===== config.mk =====
export PLATFORM = sky130hd
export DESIGN_NAME = over_index_gen
export DESIGN_NICKNAME = d
export VERILOG_FILES = /design/src/rtl/over_index_gen.sv
export SDC_FILE = /design/constraint.sdc
export NUM_CORES = 1
export LEC_CHECK = 0
export ABC_AREA = 0
export BUFFER_PORTS_ARGS = -buffer_cell sky130_fd_sc_hd__buf_2
export CAP_MARGIN = 20
export CORE_ASPECT_RATIO = 0.7
export CORE_UTILIZATION = 55
export DETAILED_ROUTE_END_ITERATION = 6
export HOLD_SLACK_MARGIN = 0.06
export PLACE_DENSITY = 0.91
export SETUP_SLACK_MARGIN = 0.4
export SYNTH_ARGS = -nofsm -noshare
export SYNTH_HDL_FRONTEND = slang
export SYNTH_SLANG_ARGS = --single-unit

===== constraint.sdc =====
create_clock -name Clk -period 4.3 [get_ports Clk]
set_input_delay 0.645 -clock Clk [delete_from_list [all_inputs] [get_ports Clk]]
set_output_delay 0.645 -clock Clk [all_outputs]
set_load 0.005 [all_outputs]

===== src/rtl/over_index_gen.sv =====
// Game-over banner index generator: slide-in animation, hit test, ROM pipeline.
// Define OVER_BLINK_EN to blink the banner while it holds in place.
module over_index_gen #(
  parameter int SPRITE_W     = 256,
  parameter int SPRITE_H     = 64,
  parameter int X0           = 192,
  parameter int Y_TARGET     = 208,
  parameter int SLIDE_STEP   = 4,
  parameter int BLINK_FRAMES = 30,
  parameter int ROM_AW       = 14
) (
  input  logic              Clk,
  input  logic              Reset_n,
  input  logic              game_over,
  input  logic              frame_start,
  input  logic [9:0]        DrawX,
  input  logic [9:0]        DrawY,
  output logic [ROM_AW-1:0] rom_addr,
  input  logic [3:0]        rom_q,
  output logic [3:0]        over_index,
  output logic              over_active
);

  localparam int CW = $clog2(SPRITE_W);
  localparam int RW = ROM_AW - CW;

  localparam logic signed [10:0] Y_START = 11'(-SPRITE_H);
  localparam logic signed [10:0] Y_TGT   = 11'(Y_TARGET);
  localparam logic [10:0] X_LO = 11'(X0);
  localparam logic [10:0] X_HI = 11'(X0 + SPRITE_W);
  localparam logic [11:0] H12  = 12'(SPRITE_H);

  typedef enum logic [1:0] {
    IDLE,
    SLIDE,
    HOLD
  } state_t;

  state_t state, state_nx;
  logic signed [10:0] y_pos, y_nx, y_step;

  always_ff @(posedge Clk or negedge Reset_n) begin
    if (!Reset_n) begin
      state <= IDLE;
      y_pos <= Y_START;
    end else begin
      state <= state_nx;
      y_pos <= y_nx;
    end
  end

  assign y_step = y_pos + 11'(SLIDE_STEP);

  always_comb begin
    state_nx = state;
    y_nx     = y_pos;
    if (!game_over) begin
      state_nx = IDLE;
      y_nx     = Y_START;
    end else begin
      unique case (state)
        IDLE: begin
          state_nx = SLIDE;
          y_nx     = Y_START;
        end
        SLIDE: begin
          if (frame_start) begin
            y_nx = (y_step >= Y_TGT) ? Y_TGT : y_step;
            if (y_nx == Y_TGT)
              state_nx = HOLD;
          end
        end
        HOLD: y_nx = Y_TGT;
        default: begin
          state_nx = IDLE;
          y_nx     = Y_START;
        end
      endcase
    end
  end

  // Row offset is computed one bit wider so tall DrawY never wraps negative.
  logic [10:0]   x11;
  logic [11:0]   dy;
  logic [CW-1:0] dx;
  logic          in_x, in_y, hit;
  logic [ROM_AW-1:0] addr;

  assign x11  = {1'b0, DrawX};
  assign dy   = {2'b00, DrawY} - {y_pos[10], y_pos};
  assign dx   = CW'(x11 - X_LO);
  assign in_x = (x11 >= X_LO) && (x11 < X_HI);
  assign in_y = !dy[11] && (dy < H12);
  assign hit  = in_x && in_y && (state != IDLE) && game_over;
  assign addr = hit ? {dy[RW-1:0], dx} : '0;

  logic vis;

`ifdef OVER_BLINK_EN
  localparam int BW = $clog2(BLINK_FRAMES + 1);
  logic [BW-1:0] blink_cnt;

  always_ff @(posedge Clk or negedge Reset_n) begin
    if (!Reset_n) begin
      blink_cnt <= '0;
      vis       <= 1'b1;
    end else if (state != HOLD || state_nx != HOLD) begin
      blink_cnt <= '0;
      vis       <= 1'b1;
    end else if (frame_start) begin
      if (blink_cnt == BW'(BLINK_FRAMES - 1)) begin
        blink_cnt <= '0;
        vis       <= ~vis;
      end else begin
        blink_cnt <= blink_cnt + 1'b1;
      end
    end
  end
`else
  assign vis = 1'b1;
`endif

  logic hit_d1, hit_d2;

  always_ff @(posedge Clk or negedge Reset_n) begin
    if (!Reset_n) begin
      rom_addr    <= '0;
      hit_d1      <= 1'b0;
      hit_d2      <= 1'b0;
      over_index  <= '0;
      over_active <= 1'b0;
    end else if (!game_over) begin
      rom_addr    <= '0;
      hit_d1      <= 1'b0;
      hit_d2      <= 1'b0;
      over_index  <= '0;
      over_active <= 1'b0;
    end else begin
      rom_addr    <= addr;
      hit_d1      <= hit;
      hit_d2      <= hit_d1;
      over_index  <= (hit_d2 && vis) ? rom_q : 4'h0;
      over_active <= hit_d2 && vis;
    end
  end

endmodule

==> flow_summary_export.csv, run 1 <==
group,metric,value,unit
yosys,synth-edff-count,0,
route,drc_violation_count_after_routing,0,
route,drt_pre_antenna_iters,4,
sta,finalSetupViolations,0,
route,dr_total_vias,1722,
yosys,seq_area_frac_synth,38.90,%
layout,commonest_non_fill_non_tap_cells_in_the_layout,"46 x sky130_fd_sc_hd__buf_2, 29 x sky130_fd_sc_hd__dfrtp_1, 17 x sky130_fd_sc_hd__ha_1",
yosys,synth-seq-cells,34,
yosys,syn_nets,252,
global_routing,global_route_wire_length_before_repair,7776,µm
layout,layout.cells.most_common,"sky130_fd_sc_hd__buf_2",
clock_tree,cts-buffers-inserted,5,
power,power.static_leakage,0.001207,µW
power,internal-power,578.6,µW
clock_tree,cts_h_tree_depth,2,
sta,post-route-min-period,2.738,ns
global_routing,total_congestion_overflow_after_global_routing,0,
route,post_drt_via_cell_ratio,5.702,
layout,area_growth,15.50,%
power,clkPwrFrac,32.4,%
clock_tree,hold_buffers,0,
sta,unrepaired_setup_endpoints_after_global_routing,"false",
worst_setup_path,worst_setup_path_start_kind,"flop",
sta,timing.max_slew.rel_slack,27.73,%
worst_setup_path,worst_setup_path_end_kind,"flop",
yosys,ffs_w_async_s_r_synth,100.0,%
sta,timing.clock.skew,0.008027,ns
power,netSwitchingPower,284.4,µW
global_routing,grt_util_all_layers,24.93,%
die,floorplan.initialDensity,60.02,%
worst_setup_path,worst_ep_arrival_time,2.87,ns
route,finalWirelength,4597,µm
clock_tree,post_cts_buffers,0,
yosys,synthDominantCellAreaShare,32.94,%
die,fp.dieArea,4267,µm²
worst_setup_path,critPathRequiredTime,4.43,ns
yosys,number_of_warnings_reported_in_the_yosys_synthesis_log,0,
die,floorplan.die.width,77.65,µm
die,placeableCoreArea,3671,µm²
global_routing,grt_pass1_vias,1701,
sta,worst_slew_pin_slew,1.063,ns
global_routing,initial_antenna_violation_count,0,
die,boundaryPins,47,
yosys,synth_ff_type,"sky130_fd_sc_hd__dfrtp_1",
layout,drive_above_1_share,35.32,%
yosys,yosys-top-cells-area,"sky130_fd_sc_hd__dfrtp_1 33%, sky130_fd_sc_hd__ha_1 9.7%, sky130_fd_sc_hd__dfstp_2 6.0%",
power,switching_share,32.96,%
layout,num-nets-final,297,
layout,num-fill-cells,302,
clock_tree,ctsLongestPathBuffers,2,
power,share_comb_of_total_power,26.3,%
yosys,postSynthCellCount,206,
global_routing,grt_start_max_net_pins,35,
power,totalPowerFinal,863.0,µW
sta,fmax,0.3653,GHz
clock_tree,tritoncts_clock_tree,"yes",
worst_setup_path,crit_slowest_cell,"sky130_fd_sc_hd__mux2i_2",
route,dr.first_iter.drc_count,143,
die,placement_rows,18,
layout,multiInputGateArea,1217,µm²
sta,post_route_clock_period_utilization,63.67,%
placement,place_hpwl,3489,µm
clock_tree,clock_latency,0.30,ns
die,dieHeight,54.96,µm
clock_tree,clk_transition_reported_paths,0.07,ns
worst_setup_path,crit_fanout,15,
clock_tree,clock_root_buffer_master,"sky130_fd_sc_hd__clkbuf_8",
sta,fin_setup_tns,0,ns
status,run_status,"finished, final reports clean",
worst_setup_path,worstPathCellList,"inv_1 > ha_1 > nor2b_1 > o21ai_2 > nand2_2 > a31oi_4 > mux2i_2 > nor4b_1",
worst_setup_path,critPathKind,"reg -> reg",
worst_setup_path,critPathMaxStageDelay,0.90,ns
yosys,synth_area_per_cell,10.70,µm²
sta,final-max-slew-violation-count,0,
job,drv.max_cap_violation_count,0,
placement,place.gp.congestion,0.8446,
sta,hold_viol,0,
power,power.density,339.1,nW/µm²
power,share_seq_of_total_power,41.3,%
worst_hold_path,min-delay-path-class,"in -> async",
yosys,post-synth-top-area-cell,"sky130_fd_sc_hd__dfrtp_1",
clock_tree,cts.sink_count,34,
route,detail_route.wl_per_cell,15.22,µm
layout,antenna_cells_inserted,0,
yosys,syn-cell-area,2203,µm²
route,drtAntennaViolNets,0,
power,ir_drop,0.2164,mV
placement,port-buffer-count,46,
layout,ff_latch_area,857.1,µm²
yosys,count_of_unique_library_cells_instantiated_by_yosys,59,
clock_tree,ctsResizeCount,0,
[layout make-up]
class	instances	area share, %
clock buffers	8	4.326
inverters	16	2.360
multi-input cells	147	47.84
flip-flops and latches	34	33.68
well taps	50	2.458
repair buffers	47	9.341
[power groups by stage]
stage	combinational (µW)	clock [µW]	sequential, µW
floorplan	175	0	355
global placement	216	0	360
detailed placement	223	0	361
CTS	225	287	355
global route	251	298	357
finish	227	280	356
[worst max-delay path: cells and delay by family, from the launching register on]
family / cells / cell delay [ns]
buffers and inverters: 1 / 0.08
muxes: 1 / 0.90
AOI/OAI and AO/OA: 2 / 0.33
adders and majority gates: 1 / 0.32
and+or+nand+nor: 3 / 0.41
DFF: 1 / 0.53
[sequential cells by signal (all words and copies together), names as in the netlist]
name         flops
over_active      1
y_pos           11
over_index       4
state            2
rom_addr        14
hit_d1           1
hit_d2           1
[path summary, 6_finish.rpt]
check | start | to | slack (ns) | depth (start not counted)
min reg2reg | hit_d1$_DFF_PN0_ | hit_d2$_DFF_PN0_ | 0.47 | 1
max in group asynchronous | Reset_n | state[1]$_DFFE_PN0P_ | 3.42 | 1
min in group Clk | hit_d1$_DFF_PN0_ | hit_d2$_DFF_PN0_ | 0.47 | 1
max | y_pos[2]$_DFFE_PN0P_ | rom_addr[3]$_DFF_PN0_ | 1.56 | 8
max reg2reg | y_pos[2]$_DFFE_PN0P_ | rom_addr[3]$_DFF_PN0_ | 1.56 | 8
min | Reset_n | rom_addr[1]$_DFF_PN0_ | 0.40 | 1
[cells in the mapped netlist, types with 3 or more instances]
library cell and instances:
sky130_fd_sc_hd__dfrtp_1 29, sky130_fd_sc_hd__ha_1 17, sky130_fd_sc_hd__inv_1 15, sky130_fd_sc_hd__a21oi_1 10
sky130_fd_sc_hd__nand2_1 10, sky130_fd_sc_hd__nor2_1 9, sky130_fd_sc_hd__o21ai_1 7, sky130_fd_sc_hd__nor3_1 6
sky130_fd_sc_hd__and2_1 5, sky130_fd_sc_hd__and3_1 5, sky130_fd_sc_hd__dfstp_2 5, sky130_fd_sc_hd__nor4_2 5
sky130_fd_sc_hd__xnor2_1 5, sky130_fd_sc_hd__nor4b_1 4, sky130_fd_sc_hd__nor4b_2 4, sky130_fd_sc_hd__o21a_1 4
sky130_fd_sc_hd__buf_4 3, sky130_fd_sc_hd__buf_6 3, sky130_fd_sc_hd__mux2i_1 3, sky130_fd_sc_hd__nand3_1 3
sky130_fd_sc_hd__nand4_2 3, sky130_fd_sc_hd__nor2b_1 3
[per-layer routing]
metal / track usage [%] / vias up / part of all wire, %
met2: 42.48 / 63 / 46
met4: 11.64 / 0 / 1.5
met3: 5.738 / 7 / 7.4
met1: 31.24 / 818 / 45
met5: 0 / - / 0
li1: - / 834 / -
[cell families (layout without fill, tap and decap cells)]
logic type	count (synthesis)	in the layout	share of synthesized area (%)
DFF	34	34	38.90
buffers and inverters	25	71	5.848
xor gates and xnor gates	8	8	3.521
adders and majority gates	18	18	10.56
muxes	4	4	1.987
and+or+nand+nor	71	71	23.11
AOI/OAI and AO/OA	46	46	16.07
[metrics by stage]
stage | cell area (µm²) | worst slack (ns) | utilization [%] | hold WS, ns | cells
floorplan | 2203 | 1.944 | - | 0.3494 | 206
global placement | 2435 | 1.383 | 66.33 | 0.4504 | 294
detailed placement | 2435 | 1.297 | 66.33 | 0.4458 | 294
CTS | 2545 | 1.592 | 69.33 | 0.4231 | 302
global route | 2545 | 1.386 | 69.33 | 0.4648 | 302
finish | 2545 | 1.562 | 69.33 | 0.4028 | 302
No activity file was read; power rests on OpenSTA's default activity.
==> run 2, diff against run 1 <==
Settings changed: ABC_AREA 0 to 1, CORE_UTILIZATION 55 to 49, PLACE_DENSITY 0.91 to 0.87.
Clock period 4.3 ns to 2.35 ns, I/O delays scaled along.
==> run 2 against run 1 <==
Global-route usage down 1.5 points. Final area rose by 7.1%. Clock power grew 62%. Worst setup slack worse by 1.2 ns. Critical path depth up 3. Non-clock buffer count is 13 higher. Sequential power up 100%. Total power grew to 2.6 times the previous value.
==> flow_summary_export.csv, run 2 <==
group,metric,value,unit
placement,port-buffer-count,46,
yosys,synth_area_per_cell,7.642,µm²
worst_setup_path,crit_path_frequent_cell,"sky130_fd_sc_hd__nor2_1",
yosys,count_of_unique_library_cells_instantiated_by_yosys,29,
sta,final-max-slew-violation-count,0,
worst_setup_path,critPathTopFamily,"simple AND/OR/NAND/NOR gates",
die,fp.dieArea,4478,µm²
global_routing,grt_pass1_vias,1764,
clock_tree,clock_latency,0.29,ns
die,floorplan.initialDensity,51.97,%
die,dieHeight,56.29,µm
clock_tree,ctsLongestPathBuffers,2,
route,finalWirelength,5131,µm
layout,num-fill-cells,273,
layout,largestRegisters,"rom_addr x14, y_pos x11, over_index x4",
sta,hold_viol,0,
clock_tree,cts_h_tree_depth,2,
power,power.density,812.5,nW/µm²
sta,post-route-min-period,1.976,ns
yosys,synth_ff_type,"sky130_fd_sc_hd__dfrtp_1",
worst_setup_path,worstPathCellList,"inv_2 > ha_4 > nand2_1 > nand2_1 > nor2_1 > nor2_1 > nor2_2 > nand4_1 > nor2_4 > nand4_4 > nor2_1",
layout,layout.cells.most_common,"sky130_fd_sc_hd__nand2_1",
yosys,post-synth-top-area-cell,"sky130_fd_sc_hd__dfrtp_1",
clock_tree,hold_buffers,0,
die,placeableCoreArea,3970,µm²
die,floorplan.die.width,79.56,µm
power,totalPowerFinal,2215,µW
global_routing,total_congestion_overflow_after_global_routing,0,
sta,timing.clock.skew,0.003806,ns
clock_tree,clock_root_buffer_master,"sky130_fd_sc_hd__clkbuf_8",
yosys,synth_most_common_cell,"sky130_fd_sc_hd__nand2_1",
global_routing,grt_util_all_layers,23.43,%
layout,num-nets-final,383,
worst_hold_path,min-delay-path-class,"in -> async",
layout,multiInputGateArea,1181,µm²
global_routing,global_route_wire_length_before_repair,7928,µm
status,run_status,"finished, final reports clean",
yosys,seq_area_frac_synth,41.54,%
yosys,ffs_w_async_s_r_synth,100.0,%
layout,largest_register_ff_count,14,
route,drtAntennaViolNets,0,
placement,place_hpwl,3347,µm
sta,finalSetupViolations,0,
yosys,yosys-top-cells-area,"sky130_fd_sc_hd__dfrtp_1 35%, sky130_fd_sc_hd__nand2_1 14%, sky130_fd_sc_hd__ha_1 10%",
sta,worst_slew_pin_slew,0.7534,ns
global_routing,grt_start_max_net_pins,35,
layout,final_area,2726,µm²
sta,fin_worst_hold_slack,0.1280,ns
layout,antenna_cells_inserted,0,
layout,largest_register,"rom_addr",
power,ir_drop,0.4864,mV
clock_tree,clk_transition_reported_paths,0.07,ns
worst_setup_path,worst-path-buf-inv,1,
worst_setup_path,worst_ep_arrival_time,2.20,ns
route,dr_total_vias,1978,
clock_tree,tritoncts_clock_tree,"yes",
yosys,synthDominantCellAreaShare,35.17,%
clock_tree,cts-buffers-inserted,5,
worst_setup_path,crit_fanout,8,
layout,area_growth,32.14,%
route,drc_violation_count_after_routing,0,
sta,post_route_clock_period_utilization,84.07,%
yosys,synth_commonest_cells,"76 x sky130_fd_sc_hd__nand2_1, 50 x sky130_fd_sc_hd__inv_1, 34 x sky130_fd_sc_hd__nor2_1",
worst_setup_path,worst_setup_path_start_kind,"flop",
sta,fin_setup_tns,0,ns
sta,unrepaired_setup_endpoints_after_global_routing,"true",
layout,utilization,68.67,%
route,drt_pre_antenna_iters,5,
placement,place.gp.congestion,0.8368,
yosys,syn-cell-area,2063,µm²
yosys,synth-seq-cells,34,
worst_setup_path,critPathKind,"reg -> reg",
yosys,number_of_warnings_reported_in_the_yosys_synthesis_log,0,
layout,ff_latch_area,858.3,µm²
sta,fmax,0.5061,GHz
yosys,postSynthCellCount,270,
route,dr.first_iter.drc_count,177,
route,detail_route.wl_per_cell,13.16,µm
sta,timing.max_slew.rel_slack,49.77,%
worst_setup_path,critPathRequiredTime,2.57,ns
placement,postPlaceCellArea,2357,µm²
power,power.static_leakage,0.001558,µW
clock_tree,cts.sink_count,34,
worst_setup_path,critPathMaxStageDelay,0.55,ns
worst_setup_path,worst_setup_path_end_kind,"flop",
layout,drive_above_1_share,32.54,%
die,placement_rows,19,
die,boundaryPins,47,
yosys,syn_nets,316,
yosys,synth-edff-count,0,
layout,commonest_non_fill_non_tap_cells_in_the_layout,"73 x sky130_fd_sc_hd__nand2_1, 46 x sky130_fd_sc_hd__buf_2, 45 x sky130_fd_sc_hd__inv_1",
worst_setup_path,crit_slowest_cell,"sky130_fd_sc_hd__dfstp_2",
global_routing,initial_antenna_violation_count,0,
route,post_drt_via_cell_ratio,5.072,
job,drv.max_cap_violation_count,0,
[run 2: cell types whose count changed after synthesis, sizes merged, moves of 5 or more]
cell / delta
and2: -6
and3: -5
buf: -5
inv: +34
nand2: +66
nand3: +11
nor2: +27
nor3: -7
nor4: -6
nor4b: -8
[run 2: layout make-up]
type                            count  area share, %
Timing Repair Buffer               60          12.30
Clock buffer                        6          3.029
Clock inverter                      2         0.4589
Multi-Input combinational cell    185          43.32
Sequential cell                    34          31.48
Inverter                           51          7.022
Tap cell                           52          2.386
[run 2: worst paths after layout]
check                                          start                endpoint  slack, ns  cells past startpoint
worst min-delay path                         Reset_n   rom_addr[2]$_DFF_PN0_       0.13                      1
max in group asynchronous                    Reset_n    y_pos[2]$_DFFE_PN0P_       1.70                      1
min in group Clk                            DrawX[6]   rom_addr[6]$_DFF_PN0_       0.22                      2
worst max register to register  y_pos[8]$_DFFE_PN1P_  rom_addr[12]$_DFF_PN0_       0.37                     11
worst max-delay path            y_pos[8]$_DFFE_PN1P_  rom_addr[12]$_DFF_PN0_       0.37                     11
worst min register to register      hit_d1$_DFF_PN0_        hit_d2$_DFF_PN0_       0.47                      2
[run 2: routing by layer]
layer	GRT usage [%]	routed length, µm	share of wire [%]	up-vias
met5	0	0	0	-
met4	7.792	130	2.5	0
met3	5.854	362	7.1	19
met2	36.75	2377	46	89
met1	31.65	2260	44	894
li1	-	-	-	976
[run 2: where the power goes]
part	internal [µW]	switching, µW
clock	235	217
sequential	673	53.3
combinational	408	629
total	1320	899
[run 2: cells by family after synthesis]
family          Yosys count  share of synthesized area [%]
simple gates            137                          28.26
xor+xnor                  4                          1.698
fa+ha+maj                18                          11.28
flops                    34                          41.54
buf+inv                  53                          10.07
compound gates           24                          7.156
[run 2: through the flow]
| step | instances | setup slack, ns |
|---|---|---|
| CTS | 384 | 0.3954 |
| floorplan | 270 | 0.4322 |
| detailed placement | 368 | 0.04710 |
| global placement | 368 | 0.1683 |
| global route | 390 | 0.2632 |
| finish | 390 | 0.3742 |
[run 2: timing repair]
action,4_1_cts,5_1_grt
resized for setup,16,20
pin swaps,8,9
gates cloned,1,1
buffers inserted,7,5
setup endpoints to repair,15,22
==> run 3, diff against run 2 <==
Settings changed: CORE_UTILIZATION 49 to 54, PLACE_DENSITY 0.87 to 0.91.
Clock period 2.35 ns to 2 ns, I/O delays scaled along.
==> run 3 against run 2 <==
The flow now finishes with violations (setup timing). Count of clock-buffer cells in the layout is the same. Total power grew 44%. Fmax is 5.4% lower. Sequential share of layout area down 2.9 points. Die area down 9.0%. Combinational power increased by 46%. Global-route usage grew 6.3 points. Clock skew increased by 0.0025 ns. Critical path type unchanged. Critical endpoint is now rom_addr[11]$_DFF_PN0_. Largest cell class unchanged.
==> flow_summary_export.csv, run 3 (synthesized netlist as in run 2, its figures left out) <==
group,metric,value,unit
sta,fmax,0.4789,GHz
sta,final-max-slew-violation-count,0,
global_routing,total_congestion_overflow_after_global_routing,0,
sta,hold_viol,0,
power,power.density,1061,nW/µm²
layout,num-nets-final,390,
clock_tree,cts-buffers-inserted,5,
die,placement_rows,18,
die,dieHeight,53.72,µm
die,floorplan.die.width,75.88,µm
worst_setup_path,crit-reg2reg-capture,"rom_addr[11]$_DFF_PN0_",
die,placeableCoreArea,3581,µm²
route,detail_route.wl_per_cell,16.83,µm
power,share_comb_of_total_power,47.8,%
sta,finalSetupViolations,14,
clock_tree,ctsLongestPathBuffers,2,
global_routing,global_route_wire_length_before_repair,8590,µm
worst_setup_path,r2r_setup_slack,-0.09,ns
worst_setup_path,worst_setup_path_start_kind,"flop",
worst_setup_path,reg2reg_from,"y_pos[5]$_DFFE_PN0P_",
power,power.static_leakage,0.001631,µW
sta,worst_slew_pin_slew,0.7539,ns
global_routing,initial_antenna_violation_count,0,
route,drc_violation_count_after_routing,0,
layout,final_area,2999,µm²
clock_tree,hold_buffers,0,
placement,place_hpwl,3524,µm
worst_setup_path,reg2regPathDepth,11,
global_routing,grt_pass1_vias,1948,
placement,postPlaceCellArea,2431,µm²
global_routing,grt_util_all_layers,29.70,%
power,clkPwrFrac,25.1,%
status,run_status,"complete, but fails checks",
route,post_drt_via_cell_ratio,5.600,
route,finalWirelength,6648,µm
sta,final.setup.worst_slack,-0.08799,ns
power,share_seq_of_total_power,27.1,%
clock_tree,clk_transition_reported_paths,0.08,ns
clock_tree,tritoncts_clock_tree,"yes",
sta,post_route_clock_period_utilization,104.4,%
layout,drive_above_1_share,43.77,%
layout,commonest_non_fill_non_tap_cells_in_the_layout,"63 x sky130_fd_sc_hd__nand2_1, 46 x sky130_fd_sc_hd__buf_2, 44 x sky130_fd_sc_hd__inv_1",
clock_tree,clock_root_buffer_master,"sky130_fd_sc_hd__clkbuf_8",
route,dr.first_iter.drc_count,220,
worst_setup_path,critPathCapture,"rom_addr[11]$_DFF_PN0_",
placement,place.gp.congestion,0.9445,
job,drv.max_cap_violation_count,0,
worst_setup_path,crit_fanout,8,
die,floorplan.initialDensity,57.62,%
die,fp.dieArea,4076,µm²
power,netSwitchingPower,1250,µW
layout,area_growth,45.36,%
power,switching_share,39.26,%
worst_setup_path,worst_setup_path_end_kind,"flop",
die,boundaryPins,47,
layout,antenna_cells_inserted,0,
placement,port-buffer-count,46,
sta,timing.max_slew.rel_slack,49.74,%
sta,post-route-min-period,2.088,ns
worst_setup_path,crit_start,"y_pos[5]$_DFFE_PN0P_",
power,internal-power,1933,µW
layout,num-fill-cells,184,
placement,dpl_worst_slack,-0.09480,ns
route,drt_pre_antenna_iters,5,
layout,largest_register_ff_count,14,
worst_hold_path,min-delay-path-class,"in -> async",
route,drtAntennaViolNets,0,
worst_setup_path,critPathRequiredTime,2.22,ns
global_routing,grt_start_max_net_pins,35,
clock_tree,cts.sink_count,34,
worst_setup_path,critPathKind,"reg -> reg",
sta,unrepaired_setup_endpoints_after_global_routing,"true",
layout,largest_register,"rom_addr",
sta,timing.clock.skew,0.006283,ns
power,ir_drop,0.8248,mV
route,dr_total_vias,2212,
clock_tree,clock_latency,0.29,ns
clock_tree,cts_h_tree_depth,2,
layout,largestRegisters,"rom_addr x14, y_pos x11, over_index x4",
worst_setup_path,worst_ep_arrival_time,2.31,ns
layout,layout.cells.most_common,"sky130_fd_sc_hd__nand2_1",
status,failed_checks,"setup timing",
## run 3: layout make-up
type	count	area, µm²	share of cell area [%]
clock inverter	2	60.06	2.003
timing repair buffer	68	421.7	14.06
multi-input combinational	184	1319	43.97
tap	50	62.56	2.086
sequential	34	857.1	28.58
clock buffer	6	82.58	2.753
inverter	51	196.4	6.550
## run 3: metrics by stage
stage / hold slack, ns / total power [µW] / instances / util (%) / TNS (ns)
finish: 0.07053 / 3182 / 395 / 83.75 / -0.7352
floorplan: 0.004409 / 1557 / 270 / - / 0
detailed placement: 0.3998 / 1808 / 368 / 67.89 / -0.9561
CTS: 0.09000 / 2893 / 392 / 80.08 / 0
global placement: 0.3896 / 1765 / 368 / 67.89 / 0
global route: 0.1323 / 3339 / 395 / 83.75 / -2.199
## run 3: worst min path at each step
stage	end	slack, ns	cells past startpoint
CTS	over_active$_DFF_PN0_	0.09	1
global route	rom_addr[3]$_DFF_PN0_	0.13	1
detailed placement	rom_addr[3]$_DFF_PN0_	0.40	1
global placement	rom_addr[11]$_DFF_PN0_	0.39	1
finish	y_pos[0]$_DFFE_PN0P_	0.07	1
floorplan	hit_d1$_DFF_PN0_	0.004	0
## run 3: routing by layer
layer / global-route usage, % / wire [µm] / vias to the layer above
met5: 0 / 0 / -
met3: 7.303 / 599 / 48
met2: 49.85 / 3124 / 163
li1: - / - / 985
met1: 36.00 / 2593 / 1016
met4: 14.51 / 331 / 0
## run 3: critical path, stage by stage (launching register included)
cell and delay [ns]:
sky130_fd_sc_hd__dfrtp_1 0.42, sky130_fd_sc_hd__inv_2 0.13, sky130_fd_sc_hd__ha_4 0.24, sky130_fd_sc_hd__nand2_1 0.09, sky130_fd_sc_hd__inv_1 0.07, sky130_fd_sc_hd__nand2_1 0.11
sky130_fd_sc_hd__nand3_2 0.13, sky130_fd_sc_hd__nand2_1 0.10, sky130_fd_sc_hd__nand4_1 0.14, sky130_fd_sc_hd__nor2_4 0.20, sky130_fd_sc_hd__nand4_4 0.23, sky130_fd_sc_hd__nor2_1 0.17
## run 3: power groups by stage
stage	combinational (µW)	sequential, µW	clock, µW
2_1_floorplan	702	855	0
3_3_place_gp	901	865	0
3_5_place_dp	940	868	0
4_1_cts	1250	846	799
5_1_grt	1650	870	818
6_report	1520	862	800
## run 3: timing repair
action / 4_1_cts / 5_1_grt
buffers inserted: 15 / 3
cloned: 1 / 0
pin swaps: 21 / 19
resized for setup: 35 / 35
endpoints found under the setup margin: 26 / 26
hold endpoints to repair: 0 / 0
